## config.mk

```make
export PLATFORM = sky130hd
export DESIGN_NAME = player_kinematics_ctrl
export DESIGN_NICKNAME = d
export VERILOG_FILES = /design/src/rtl/game_pkg.sv /design/src/rtl/player_kinematics_ctrl_rate_divider.sv /design/src/rtl/player_kinematics_ctrl.sv
export SDC_FILE = /design/constraint.sdc
export NUM_CORES = 1
export LEC_CHECK = 0
export CORE_MARGIN = 4
export CORE_UTILIZATION = 57
export CTS_CLUSTER_DIAMETER = 200
export CTS_CLUSTER_SIZE = 10
export DETAILED_ROUTE_END_ITERATION = 12
export PLACE_DENSITY = 0.86
export SLEW_MARGIN = 20
export SYNTH_ARGS = -nofsm -noshare
export SYNTH_HDL_FRONTEND = slang
export SYNTH_SLANG_ARGS = --single-unit
```

## constraint.sdc

```tcl
create_clock -name clk -period 5.95 [get_ports clk]
set_clock_uncertainty 0.15 [all_clocks]
set_input_delay 1.19 -clock clk [delete_from_list [all_inputs] [get_ports clk]]
set_output_delay 1.19 -clock clk [all_outputs]
set_load 0.01 [all_outputs]
```

## src/rtl/game_pkg.sv

```systemverilog
// Shared game definitions: player FSM state encoding, sprite_control bit
// positions, screen geometry and a small animation helper.
package game_pkg;

  typedef enum logic [1:0] {
    ST_IDLE = 2'd0,
    ST_WALK = 2'd1,
    ST_RISE = 2'd2,
    ST_FALL = 2'd3
  } player_state_t;

  // sprite_control = {face_right, airborne, idle, frame[3:0]}
  localparam int SC_FACE_RIGHT = 6;
  localparam int SC_AIRBORNE   = 5;
  localparam int SC_IDLE       = 4;
  localparam int SC_FRAME_MSB  = 3;
  localparam int SC_FRAME_LSB  = 0;

  localparam int SCREEN_W = 1024;
  localparam int SCREEN_H = 768;

  // Advance an animation frame, wrapping after the last frame index.
  function automatic logic [3:0] frame_next(input logic [3:0] f, input logic [3:0] last);
    logic [3:0] r;
    if (f >= last) begin
      r = 4'd0;
    end else begin
      r = f + 4'd1;
    end
    return r;
  endfunction

endpackage

```

## src/rtl/player_kinematics_ctrl_rate_divider.sv

```systemverilog
// Programmable rate divider: counts enabled clocks and pulses tick on the
// cycle the count reaches div-1. The ">=" terminal compare keeps a divider
// that shrinks at runtime from overshooting into a long wrap-around.
module rate_divider
  import game_pkg::*;
#(
  parameter int CNT_W = 20
) (
  input  logic             clk,
  input  logic             rst,
  input  logic             en,
  input  logic             clr,
  input  logic [CNT_W-1:0] div,
  output logic             tick
);

  logic [CNT_W-1:0] cnt_q, cnt_d;
  logic [CNT_W-1:0] term_s;

  assign term_s = (div == '0) ? '0 : (div - CNT_W'(1));
  assign tick   = en & ~clr & (cnt_q >= term_s);

  // Next count: clear wins, wrap on tick, otherwise count while enabled.
  always_comb begin
    cnt_d = cnt_q;
    if (clr) begin
      cnt_d = '0;
    end else if (tick) begin
      cnt_d = '0;
    end else if (en) begin
      cnt_d = cnt_q + CNT_W'(1);
    end else begin
      cnt_d = cnt_q;
    end
  end

  // Counter register.
  always_ff @(posedge clk or negedge rst) begin
    if (!rst) begin
      cnt_q <= '0;
    end else begin
      cnt_q <= cnt_d;
    end
  end

endmodule

```

## src/rtl/player_kinematics_ctrl.sv

```systemverilog
// Player movement controller: walk, variable-height jump and accelerating
// fall, with registered sprite coordinates and sprite_control.
// Optional feature macro: PLAYER_DOUBLE_JUMP_EN (one extra jump while airborne).
module player_kinematics_ctrl
  import game_pkg::*;
#(
  parameter int X_SPAWN      = 100,
  parameter int Y_SPAWN      = 500,
  parameter int W            = 32,
  parameter int H            = 32,
  parameter int X_MIN        = 0,
  parameter int X_MAX        = SCREEN_W - 1,
  parameter int Y_FLOOR      = SCREEN_H - 1,
  parameter int JUMP_HEIGHT  = 200,
  parameter int WALK_DIV     = 400_000,
  parameter int AIR_DIV      = 700_000,
  parameter int RISE_DIV0    = 200_000,
  parameter int RISE_DIV_MAX = 800_000,
  parameter int FALL_DIV0    = 800_000,
  parameter int FALL_DIV_MIN = 150_000,
  parameter int DIV_STEP     = 20_000,
  parameter int ANIM_FRAMES  = 8,
  parameter int CNT_W        = 20
) (
  input  logic       clk,
  input  logic       rst,
  input  logic       respawn,
  input  logic       left,
  input  logic       right,
  input  logic       jump,
  input  logic       on_ground,
  input  logic       hit_ceiling,
  output logic [9:0] x,
  output logic [9:0] y,
  output logic [6:0] sprite_control,
  output logic       airborne
);

  localparam logic [9:0]       X_SPAWN_C      = 10'(X_SPAWN);
  localparam logic [9:0]       Y_SPAWN_C      = 10'(Y_SPAWN);
  localparam logic [9:0]       X_LO_C         = 10'(X_MIN);
  localparam logic [9:0]       X_HI_C         = 10'(X_MAX - W);
  localparam logic [9:0]       Y_LAND_C       = 10'(Y_FLOOR - H);
  localparam logic [11:0]      JUMP_H_C       = 12'(JUMP_HEIGHT);
  localparam logic [11:0]      KNEE_C         = 12'(JUMP_HEIGHT * 7 / 8);
  localparam logic [CNT_W-1:0] WALK_DIV_C     = CNT_W'(WALK_DIV);
  localparam logic [CNT_W-1:0] AIR_DIV_C      = CNT_W'(AIR_DIV);
  localparam logic [CNT_W-1:0] RISE_DIV0_C    = CNT_W'(RISE_DIV0);
  localparam logic [CNT_W-1:0] RISE_DIV_MAX_C = CNT_W'(RISE_DIV_MAX);
  localparam logic [CNT_W-1:0] FALL_DIV0_C    = CNT_W'(FALL_DIV0);
  localparam logic [CNT_W-1:0] FALL_DIV_MIN_C = CNT_W'(FALL_DIV_MIN);
  localparam logic [CNT_W-1:0] DIV_STEP_C     = CNT_W'(DIV_STEP);
  localparam logic [3:0]       FRAME_LAST_C   = 4'(ANIM_FRAMES - 1);

  player_state_t    state_q, state_d;
  logic [9:0]       x_q, x_d, y_q, y_d, y_start_q, y_start_d;
  logic [CNT_W-1:0] rise_div_q, rise_div_d, fall_div_q, fall_div_d;
  logic             face_q, face_d;
  logic [3:0]       frame_q, frame_d;
  logic [2:0]       walk_px_q, walk_px_d;
  logic             jump_q;

  logic             dir_onehot_s, jump_edge_s, grounded_s, in_air_s;
  logic             rise_stop_s, knee_s, enter_rise_s, enter_fall_s, dj_avail_s;
  logic             x_clr_s, x_tick_s, y_clr_s, y_tick_s;
  logic [CNT_W-1:0] x_div_s, y_div_s;
  logic [CNT_W:0]   rise_sum_s, fall_diff_s;

  assign dir_onehot_s = left ^ right;
  assign jump_edge_s  = jump & ~jump_q;
  assign grounded_s   = on_ground | (y_q == Y_LAND_C);
  assign in_air_s     = (state_q == ST_RISE) | (state_q == ST_FALL);
  // Compare in 12 bits with the offset on the y side so nothing goes negative.
  assign rise_stop_s  = (({2'b00, y_q} + JUMP_H_C) == {2'b00, y_start_q}) | hit_ceiling
                        | ~jump | (y_q == 10'd0);
  assign knee_s       = ({2'b00, y_q} - 12'd1 + KNEE_C) <= {2'b00, y_start_q};
  assign rise_sum_s   = {1'b0, rise_div_q} + {1'b0, DIV_STEP_C};
  assign fall_diff_s  = {1'b0, fall_div_q} - {1'b0, DIV_STEP_C};
  assign enter_fall_s = (state_d == ST_FALL) & (state_q != ST_FALL);

`ifdef PLAYER_DOUBLE_JUMP_EN
  logic dj_used_q, dj_used_d;
  assign dj_avail_s = ~dj_used_q;
  // The air jump is spent on any RISE entry made while airborne; landing re-arms it.
  assign dj_used_d  = ((state_q == ST_FALL) && (state_d == ST_IDLE)) ? 1'b0
                      : (dj_used_q | (in_air_s & enter_rise_s));

  // Double-jump bookkeeping register.
  always_ff @(posedge clk or negedge rst) begin
    if (!rst) begin
      dj_used_q <= 1'b0;
    end else if (respawn) begin
      dj_used_q <= 1'b0;
    end else begin
      dj_used_q <= dj_used_d;
    end
  end
`else
  assign dj_avail_s = 1'b0;
`endif

  // Horizontal divider runs only with a single direction held; both/neither clears it.
  assign x_clr_s = respawn | ~dir_onehot_s;
  assign x_div_s = in_air_s ? AIR_DIV_C : WALK_DIV_C;
  // Vertical divider restarts on every state change or jump re-entry.
  assign y_clr_s = respawn | ~in_air_s | enter_rise_s | (state_d != state_q);
  assign y_div_s = (state_q == ST_RISE) ? rise_div_q : fall_div_q;

  rate_divider #(.CNT_W(CNT_W)) u_div_x (
    .clk (clk), .rst (rst), .en (dir_onehot_s), .clr (x_clr_s), .div (x_div_s), .tick (x_tick_s)
  );

  rate_divider #(.CNT_W(CNT_W)) u_div_y (
    .clk (clk), .rst (rst), .en (in_air_s), .clr (y_clr_s), .div (y_div_s), .tick (y_tick_s)
  );

  // Next-state logic for the movement FSM.
  always_comb begin
    state_d      = state_q;
    enter_rise_s = 1'b0;
    case (state_q)
      ST_IDLE, ST_WALK: begin
        if (jump_edge_s && grounded_s) begin
          state_d      = ST_RISE;
          enter_rise_s = 1'b1;
        end else if (!grounded_s) begin
          state_d = ST_FALL;
        end else if (dir_onehot_s) begin
          state_d = ST_WALK;
        end else begin
          state_d = ST_IDLE;
        end
      end
      ST_RISE: begin
        if (jump_edge_s && dj_avail_s) begin
          state_d      = ST_RISE;
          enter_rise_s = 1'b1;
        end else if (rise_stop_s) begin
          state_d = ST_FALL;
        end else begin
          state_d = ST_RISE;
        end
      end
      ST_FALL: begin
        if (grounded_s) begin
          state_d = ST_IDLE;
        end else if (jump_edge_s && dj_avail_s) begin
          state_d      = ST_RISE;
          enter_rise_s = 1'b1;
        end else begin
          state_d = ST_FALL;
        end
      end
      default: state_d = ST_IDLE;
    endcase
  end

  // Datapath: position steps, divider ramps and animation.
  always_comb begin
    x_d        = x_q;
    y_d        = y_q;
    y_start_d  = y_start_q;
    rise_div_d = rise_div_q;
    fall_div_d = fall_div_q;
    face_d     = face_q;
    frame_d    = frame_q;
    walk_px_d  = walk_px_q;

    if (dir_onehot_s) begin
      face_d = right;
    end else begin
      face_d = face_q;
    end

    if (x_tick_s) begin
      if (right && (x_q < X_HI_C)) begin
        x_d = x_q + 10'd1;
      end else if (left && (x_q > X_LO_C)) begin
        x_d = x_q - 10'd1;
      end else begin
        x_d = x_q;
      end
      if (in_air_s) begin
        frame_d = frame_next(frame_q, FRAME_LAST_C);
      end else if (state_q == ST_WALK) begin
        walk_px_d = walk_px_q + 3'd1;
        frame_d   = (walk_px_q == 3'd7) ? frame_next(frame_q, FRAME_LAST_C) : frame_q;
      end else begin
        frame_d = frame_q;
      end
    end else begin
      x_d = x_q;
    end

    if (enter_rise_s) begin
      y_start_d  = y_q;
      rise_div_d = RISE_DIV0_C;
    end else if (enter_fall_s) begin
      fall_div_d = (state_q == ST_RISE) ? rise_div_q : FALL_DIV0_C;
    end else if (y_tick_s && (state_q == ST_RISE)) begin
      y_d = y_q - 10'd1;
      if (knee_s) begin
        rise_div_d = (rise_sum_s >= {1'b0, RISE_DIV_MAX_C}) ? RISE_DIV_MAX_C
                                                            : rise_sum_s[CNT_W-1:0];
      end else begin
        rise_div_d = rise_div_q;
      end
    end else if (y_tick_s && (state_q == ST_FALL)) begin
      y_d        = (y_q < Y_LAND_C) ? (y_q + 10'd1) : y_q;
      fall_div_d = (fall_diff_s[CNT_W] || (fall_diff_s[CNT_W-1:0] < FALL_DIV_MIN_C))
                   ? FALL_DIV_MIN_C : fall_diff_s[CNT_W-1:0];
    end else begin
      y_d = y_q;
    end
  end

  // State and datapath registers; respawn overrides everything but reset.
  always_ff @(posedge clk or negedge rst) begin
    if (!rst) begin
      state_q <= ST_IDLE;  x_q <= X_SPAWN_C;  y_q <= Y_SPAWN_C;  y_start_q <= Y_SPAWN_C;
      rise_div_q <= '0;  fall_div_q <= '0;  face_q <= 1'b1;  frame_q <= 4'd0;  walk_px_q <= 3'd0;
    end else if (respawn) begin
      state_q <= ST_IDLE;  x_q <= X_SPAWN_C;  y_q <= Y_SPAWN_C;  y_start_q <= Y_SPAWN_C;
      rise_div_q <= '0;  fall_div_q <= '0;  face_q <= 1'b1;  frame_q <= 4'd0;  walk_px_q <= 3'd0;
    end else begin
      state_q <= state_d;  x_q <= x_d;  y_q <= y_d;  y_start_q <= y_start_d;
      rise_div_q <= rise_div_d;  fall_div_q <= fall_div_d;  face_q <= face_d;
      frame_q <= frame_d;  walk_px_q <= walk_px_d;
    end
  end

  // Previous jump level for edge detection.
  always_ff @(posedge clk or negedge rst) begin
    if (!rst) begin
      jump_q <= 1'b0;
    end else begin
      jump_q <= jump;
    end
  end

  assign x        = x_q;
  assign y        = y_q;
  assign airborne = in_air_s;
  assign sprite_control[SC_FACE_RIGHT]             = face_q;
  assign sprite_control[SC_AIRBORNE]               = in_air_s;
  assign sprite_control[SC_IDLE]                   = (state_q == ST_IDLE);
  assign sprite_control[SC_FRAME_MSB:SC_FRAME_LSB] = frame_q;

endmodule
```

======== Word level (Yosys, flattened, before mapping) ========
Cells that the tools add are included.
cells by class
  multiplexer cells ....................... 56
  $add $sub $neg .......................... 15
  reduce and logical (&&, ||, !) cells .... 32
  equality and inequality tests ........... 14
  bitwise gates (word level) .............. 22
  $lt $le $gt $ge ......................... 9
operators with widths
  cell                                                            number
  2-to-1 mux 20 bit                                               23
  2-to-1 mux 10 bit                                               12
  adder 20 x 1 -> 20 bit, second input constant                   2
  >= comparator 20 bit                                            2
  logical NOT 20 bit                                              2
  subtractor 20 x 1 -> 20 bit, second input constant              2
  nonzero test 3 bit                                              10
  2-to-1 mux 4 bit                                                6
  adder 20 x 15 -> 21 bit, second input constant                  1
  >= comparator 21 x 20 -> 1 bit, second input constant           1
  subtractor 20 x 15 -> 21 bit, second input constant             1
  adder 10 x 1 -> 10 bit, second input constant                   2
  < comparator 10 bit, second input constant                      2
  < comparator 20 x 18 -> 1 bit, second input constant            1
  subtractor 10 x 1 -> 10 bit, second input constant              2
  adder 11 x 9 -> 12 bit, second input constant                   1
  less-or-equal comparator 12 x 10 -> 1 bit                       1
  2-to-1 mux 3 bit                                                4
  AND reduction 3 bit                                             4
  adder 10 x 8 -> 11 bit, second input constant                   1
  == test 11 x 10 -> 1 bit                                        1
  subtractor 10 x 1 -> 11 bit, second input constant              1
  == test 10 bit, second input constant                           1
  greater-than comparator 10 x 1 -> 1 bit, second input constant  1
  other kinds (25)                                                64
word-level totals
  bits of input ports ..................... 8
  register bits ........................... 121
  output and inout port bits .............. 28
  logic and storage cells ................. 160

======== Logic depth before layout (Yosys ltp) ========
  word-level depth ........................ 18
  gate-level depth with buffers ........... 31
  mapped depth without buffers ............ 27

======== Hierarchy ========
Synthesis repeated with hierarchy kept, for this count alone.
unflattened totals
  cells, all modules ...................... 1266
  area, all modules ....................... 10087.2 um2
by module, submodules not included
  module                  instances  seq. area each (um2)  cells each  area an instance (um2)
  player_kinematics_ctrl  1          1846.8                773         6143.4
  rate_divider (u_div_x)  1          500.5                 249         2020.7
  rate_divider (u_div_y)  1          500.5                 244         1923.1

======== Least setup slack after synthesis ========
Ideal clock, no wire load.
  path type ............................... register to register
  start ................................... register state_q[0]
  end ..................................... register y_q[9], in the netlist y[9]
  slack ................................... -0.374 ns
  period minus slack after synthesis ...... 6.324 ns
  buffers on the path ..................... 4
  arrival ................................. 6.092 ns
  stages on the path, launching flop included .. 30
  setup time .............................. 0.082 ns
  data required time ...................... 5.718 ns
  cells stage by stage .................... dfrtp_1 clkbuf_1 nand2b_1 clkbuf_1 clkbuf_1 buf_1 nand2_1 ha_1 inv_1 a2111oi_2 nand3_1 nor2_1 o21ai_0 xor2_1 nand2_1 ha_1 nand2_1 a211o_1 a21oi_1 nand2_1 nor2_1 ha_1 a21o_1 a21oi_1 o21ai_0 a2111o_1 a41oi_1 nor3b_1 or3_1 a31oi_1
between the ends
  word-level cells in the longest chain between the ends .. 14
  elaborated cells on any way between the ends .. 36
  those cells by class .................... add/sub: 1; order compare: 1; eq/ne: 8; mux: 8; bitwise: 9; reduce/logical: 9
RTL lines
  item                                                                  line                           RTL
  start, declared                                                       player_kinematics_ctrl.sv:55   player_state_t state_q, state_d;
  start signal, assigned                                                player_kinematics_ctrl.sv:220  state_q <= ST_IDLE; x_q <= X_SPAWN_C; y_q <= Y_SPAWN_C; y_start_q <= Y_SPAWN_C;
  start signal, assigned                                                player_kinematics_ctrl.sv:223  state_q <= ST_IDLE; x_q <= X_SPAWN_C; y_q <= Y_SPAWN_C; y_start_q <= Y_SPAWN_C;
  start signal, assigned                                                player_kinematics_ctrl.sv:226  state_q <= state_d; x_q <= x_d; y_q <= y_d; y_start_q <= y_start_d;
  branches (longest 14 deep; another with subtractor 20 x 1 -> 20 bit)  --
  end signal, assigned                                                  player_kinematics_ctrl.sv:220
  end signal, assigned                                                  player_kinematics_ctrl.sv:223
  end signal, assigned                                                  player_kinematics_ctrl.sv:226
  end, declared                                                         player_kinematics_ctrl.sv:56   logic [9:0] x_q, x_d, y_q, y_d, y_start_q, y_start_d;
Parallel ways; which one is timed is not known. The select of a mux whose other input is x is not followed.
A chain may end at the register's enable or synchronous reset.

======== Worst setup path in the final report ========
Same ends and word-level chain as after synthesis.

==> results.json <==
{
  "vias": 8828,
  "root_buffer": "sky130_fd_sc_hd__clkbuf_16",
  "final.period_utilization_pct": 96.5,
  "yosysSeqAreaShare_pct": 30.6,
  "power.ir.vdd_worst_uv": 223,
  "post_route_cells_drive_above_1_share_pct": 10.3,
  "p_int_uw": 1560,
  "grt_antenna_before_repair": 0,
  "switchingPower_uw": 679,
  "io_buffers": 35,
  "pre_repair_dr_iteration_count": 5,
  "core_area_um2": 15900,
  "total_design_power_uw": 2240,
  "synth_cell_type_count": 90,
  "htree_levels": 4,
  "clock_buffers_created_by_tritoncts": 17,
  "max_freq_mhz": 174,
  "clkSinkCount": 113,
  "global_route_wire_length_before_repair_um": 42000,
  "area_growth_syn_to_layout_pct": 12.8,
  "cp.required_ps": 6140,
  "route.detailed.wl_per_inst_um": 18.5,
  "setup_viol": 0,
  "antenna-diode-count": 0,
  "dp_hpwl_um": 17800,
  "tightest_slew_ps": 851,
  "cts_max_path_buffers": 2,
  "detail_route.iter0.violations": 863,
  "synthesis.nets": 1205,
  "critical_path.endpoint_type": "register",
  "cp-start-kind": "register",
  "max_capacitance_violation_total": 0,
  "grt_start_max_net_pins": 68,
  "ys.warnings.count": 0,
  "clk_pin_slew_ps": 60,
  "drc": 0,
  "number_of_synthesized_register_bits": 113,
  "power.switching_fraction_pct": 30.3,
  "drt.antenna.violating_nets": 0,
  "post_drt_via_cell_ratio": 6.40,
  "powerDensity_nw_per_um2": 213,
  "final_nets": 1229,
  "detail_route.wirelength_um": 25600,
  "clockPowerShare_pct": 45.0,
  "cts_tree": "built",
  "synth_edf_count": 0,
  "final_common_cell": "sky130_fd_sc_hd__nand2_1",
  "worst_hold_path_type": "reg2reg",
  "io_pins": 36,
  "whs_ps": 340,
  "synthesized_netlist_cell_count": 1127,
  "final_cell_mix": "121 x sky130_fd_sc_hd__nand2_1, 115 x sky130_fd_sc_hd__nor2_1, 97 x sky130_fd_sc_hd__dfrtp_1, 68 x sky130_fd_sc_hd__a21oi_1, 68 x sky130_fd_sc_hd__ha_1",
  "cp_max_fo": 17,
  "cts_hold_repair.buffers": 0,
  "p_comb_share_pct": 18.5,
  "ys_dominant_reg_cell": "sky130_fd_sc_hd__dfrtp_1",
  "p_leak_uw": 0.00448,
  "max-slew-margin-rel_pct": 43.2,
  "num_rows": 46,
  "final_max_slew_viol_count": 0,
  "crit_type": "reg2reg",
  "seqPwrFrac_pct": 36.5,
  "initial_utilization_pct": 58.4,
  "status": "finished clean",
  "post-route-min-period_ps": 5740,
  "floorplan.die.width_um": 136,
  "fp.dieH_um": 136,
  "critical_path.max_stage_delay_ps": 460,
  "finalHoldViolCount": 0,
  "clk-insertion-delay-late_ps": 430,
  "gr-total-overflow": 0,
  "avgSynthCellArea_um2": 8.26,
  "first_global_vias": 8573,
  "timing.critical_path.arrival_ps": 5930,
  "synth.cell_area_um2": 9310,
  "groute.usage.overall_pct": 28.4,
  "timing.critical_path.slowest_stage_cell": "sky130_fd_sc_hd__a2111o_1",
  "post_synth_arst_share_pct": 100,
  "worst_path_most_repeated_cell": "sky130_fd_sc_hd__buf_4",
  "routability_cong": 0.993,
  "floorplan.die_area_um2": 18400
}
==> repair_timing <==
item / in CTS / in global routing
setup buffers: 0 / 5
pin swaps: 0 / 5
resized for setup: 2 / 8
setup endpoints to repair: 1 / 1
gates cloned: 0 / 0
==> cells in the mapped netlist (4+ instances only) <==
cell type	count	share of area, %
sky130_fd_sc_hd__o31ai_1	8	0.64
sky130_fd_sc_hd__a211oi_1	15	1.2
sky130_fd_sc_hd__xor2_1	46	4.3
sky130_fd_sc_hd__nand2b_1	8	0.54
sky130_fd_sc_hd__o221ai_1	4	0.38
sky130_fd_sc_hd__nand3b_1	5	0.40
sky130_fd_sc_hd__a41oi_1	4	0.38
sky130_fd_sc_hd__dfstp_2	16	4.5
sky130_fd_sc_hd__nand2_1	122	4.9
sky130_fd_sc_hd__or3_1	11	0.74
sky130_fd_sc_hd__a21o_1	7	0.56
sky130_fd_sc_hd__buf_6	4	0.48
sky130_fd_sc_hd__o21ai_0	51	2.7
sky130_fd_sc_hd__and2_1	6	0.40
sky130_fd_sc_hd__nor3_1	32	1.7
sky130_fd_sc_hd__ha_1	68	9.1
sky130_fd_sc_hd__and3_1	22	1.5
sky130_fd_sc_hd__a21oi_1	71	3.8
sky130_fd_sc_hd__nor4b_1	7	0.66
sky130_fd_sc_hd__o211ai_1	14	1.1
sky130_fd_sc_hd__nor2b_1	14	0.94
sky130_fd_sc_hd__dfrtp_1	97	26
sky130_fd_sc_hd__a31oi_1	23	1.5
sky130_fd_sc_hd__xnor2_1	44	4.1
sky130_fd_sc_hd__clkbuf_1	34	1.4
sky130_fd_sc_hd__and4_1	5	0.47
sky130_fd_sc_hd__nor2_1	117	4.7
sky130_fd_sc_hd__o21a_1	7	0.56
sky130_fd_sc_hd__nand3_1	52	2.8
sky130_fd_sc_hd__inv_1	50	2.0
sky130_fd_sc_hd__nor3b_1	5	0.40
sky130_fd_sc_hd__a22oi_1	4	0.32
sky130_fd_sc_hd__buf_2	13	0.70
sky130_fd_sc_hd__buf_4	12	0.97
sky130_fd_sc_hd__mux2i_1	22	2.4
sky130_fd_sc_hd__nand4_1	18	1.2
sky130_fd_sc_hd__nor4_1	4	0.27
sky130_fd_sc_hd__o22ai_1	5	0.34
==> flip-flops by register name, indices dropped and copies added (netlist names), 2 cells and up <==
signal         flops
walk_px_q          3
u_div_x.cnt_q     20
rise_div_q        15
u_div_y.cnt_q     20
y                 10
frame_q            4
y_start_q         10
x                 10
state_q            2
fall_div_q        17
==> critical path, delay by kind of cell (launching register included) <==
kind | cells | cell delay (ps)
flops | 1 | 420
buf+inv | 5 | 870
mux | 2 | 580
simple gates | 10 | 1510
fa+ha+maj | 2 | 530
compound gates | 7 | 1590
==> layer usage <==
layer / up-vias / part of all wire [%] / GRT usage [%]
met5: - / 0 / 0
met4: 0 / 3.0 / 10.8
met3: 71 / 8.4 / 7.88
met2: 444 / 47 / 45.2
met1: 4201 / 41 / 36.9
li1: 4112 / - / -
==> stage by stage <==
stage | cell area, µm² | util, % | TNS (ps) | cells | worst slack, ps
5_1_grt | 10500 | 65.9 | -23.9 | 1380 | -23.9
3_3_place_gp | 9860 | 61.9 | 0 | 1343 | 372
4_1_cts | 10400 | 65.5 | 0 | 1375 | 35.9
3_5_place_dp | 9860 | 61.9 | 0 | 1343 | 182
2_1_floorplan | 9340 | - | 0 | 1127 | 17.2
6_report | 10500 | 65.9 | 0 | 1380 | 207
==> power groups by stage <==
stage                     registers, µW  clock network (µW)  logic [µW]
final                               818                1010         414
after global routing                820                1050         462
after CTS                           816                1010         405
after detailed placement            829                   0         402
after global placement              829                   0         390
after floorplan                     811                   0         302
==> cells by family (layout without fill, tap and decap cells) <==
logic type / after synthesis / in the layout / synth area share [%]
AOI/OAI and AO/OA: 270 / 270 / 19.8
DFF: 113 / 113 / 30.6
muxes: 25 / 25 / 2.85
adders and majority gates: 70 / 70 / 9.56
and+or+nand+nor: 441 / 441 / 23.0
xor gates and xnor gates: 90 / 90 / 8.46
buffers and inverters: 118 / 155 / 5.75
==> path summary, 6_finish.rpt <==
kind,endpoint,start,cells past startpoint,slack (ps)
hold / removal,u_div_x.cnt_q[0],u_div_x.cnt_q[0],1,340
setup / recovery,y[9],state_q[0],26,210
min in group asynchronous,rise_div_q[17],rst,1,630
max in group asynchronous,u_div_x.cnt_q[14],rst,2,3720
hold reg to reg,u_div_x.cnt_q[0],u_div_x.cnt_q[0],1,340
setup reg to reg,y[9],state_q[0],26,210
==> layout make-up <==
| class | count | area (µm²) |
|---|---|---|
| multi-input cells | 896 | 5990 |
| fillers | 1320 | 5440 |
| flip-flops and latches | 113 | 2850 |
| repair buffers | 72 | 638 |
| clock buffers | 19 | 433 |
| well taps | 216 | 270 |
| inverters | 51 | 191 |
| clock inverters | 13 | 139 |
Power figures use the tool's default switching activity.
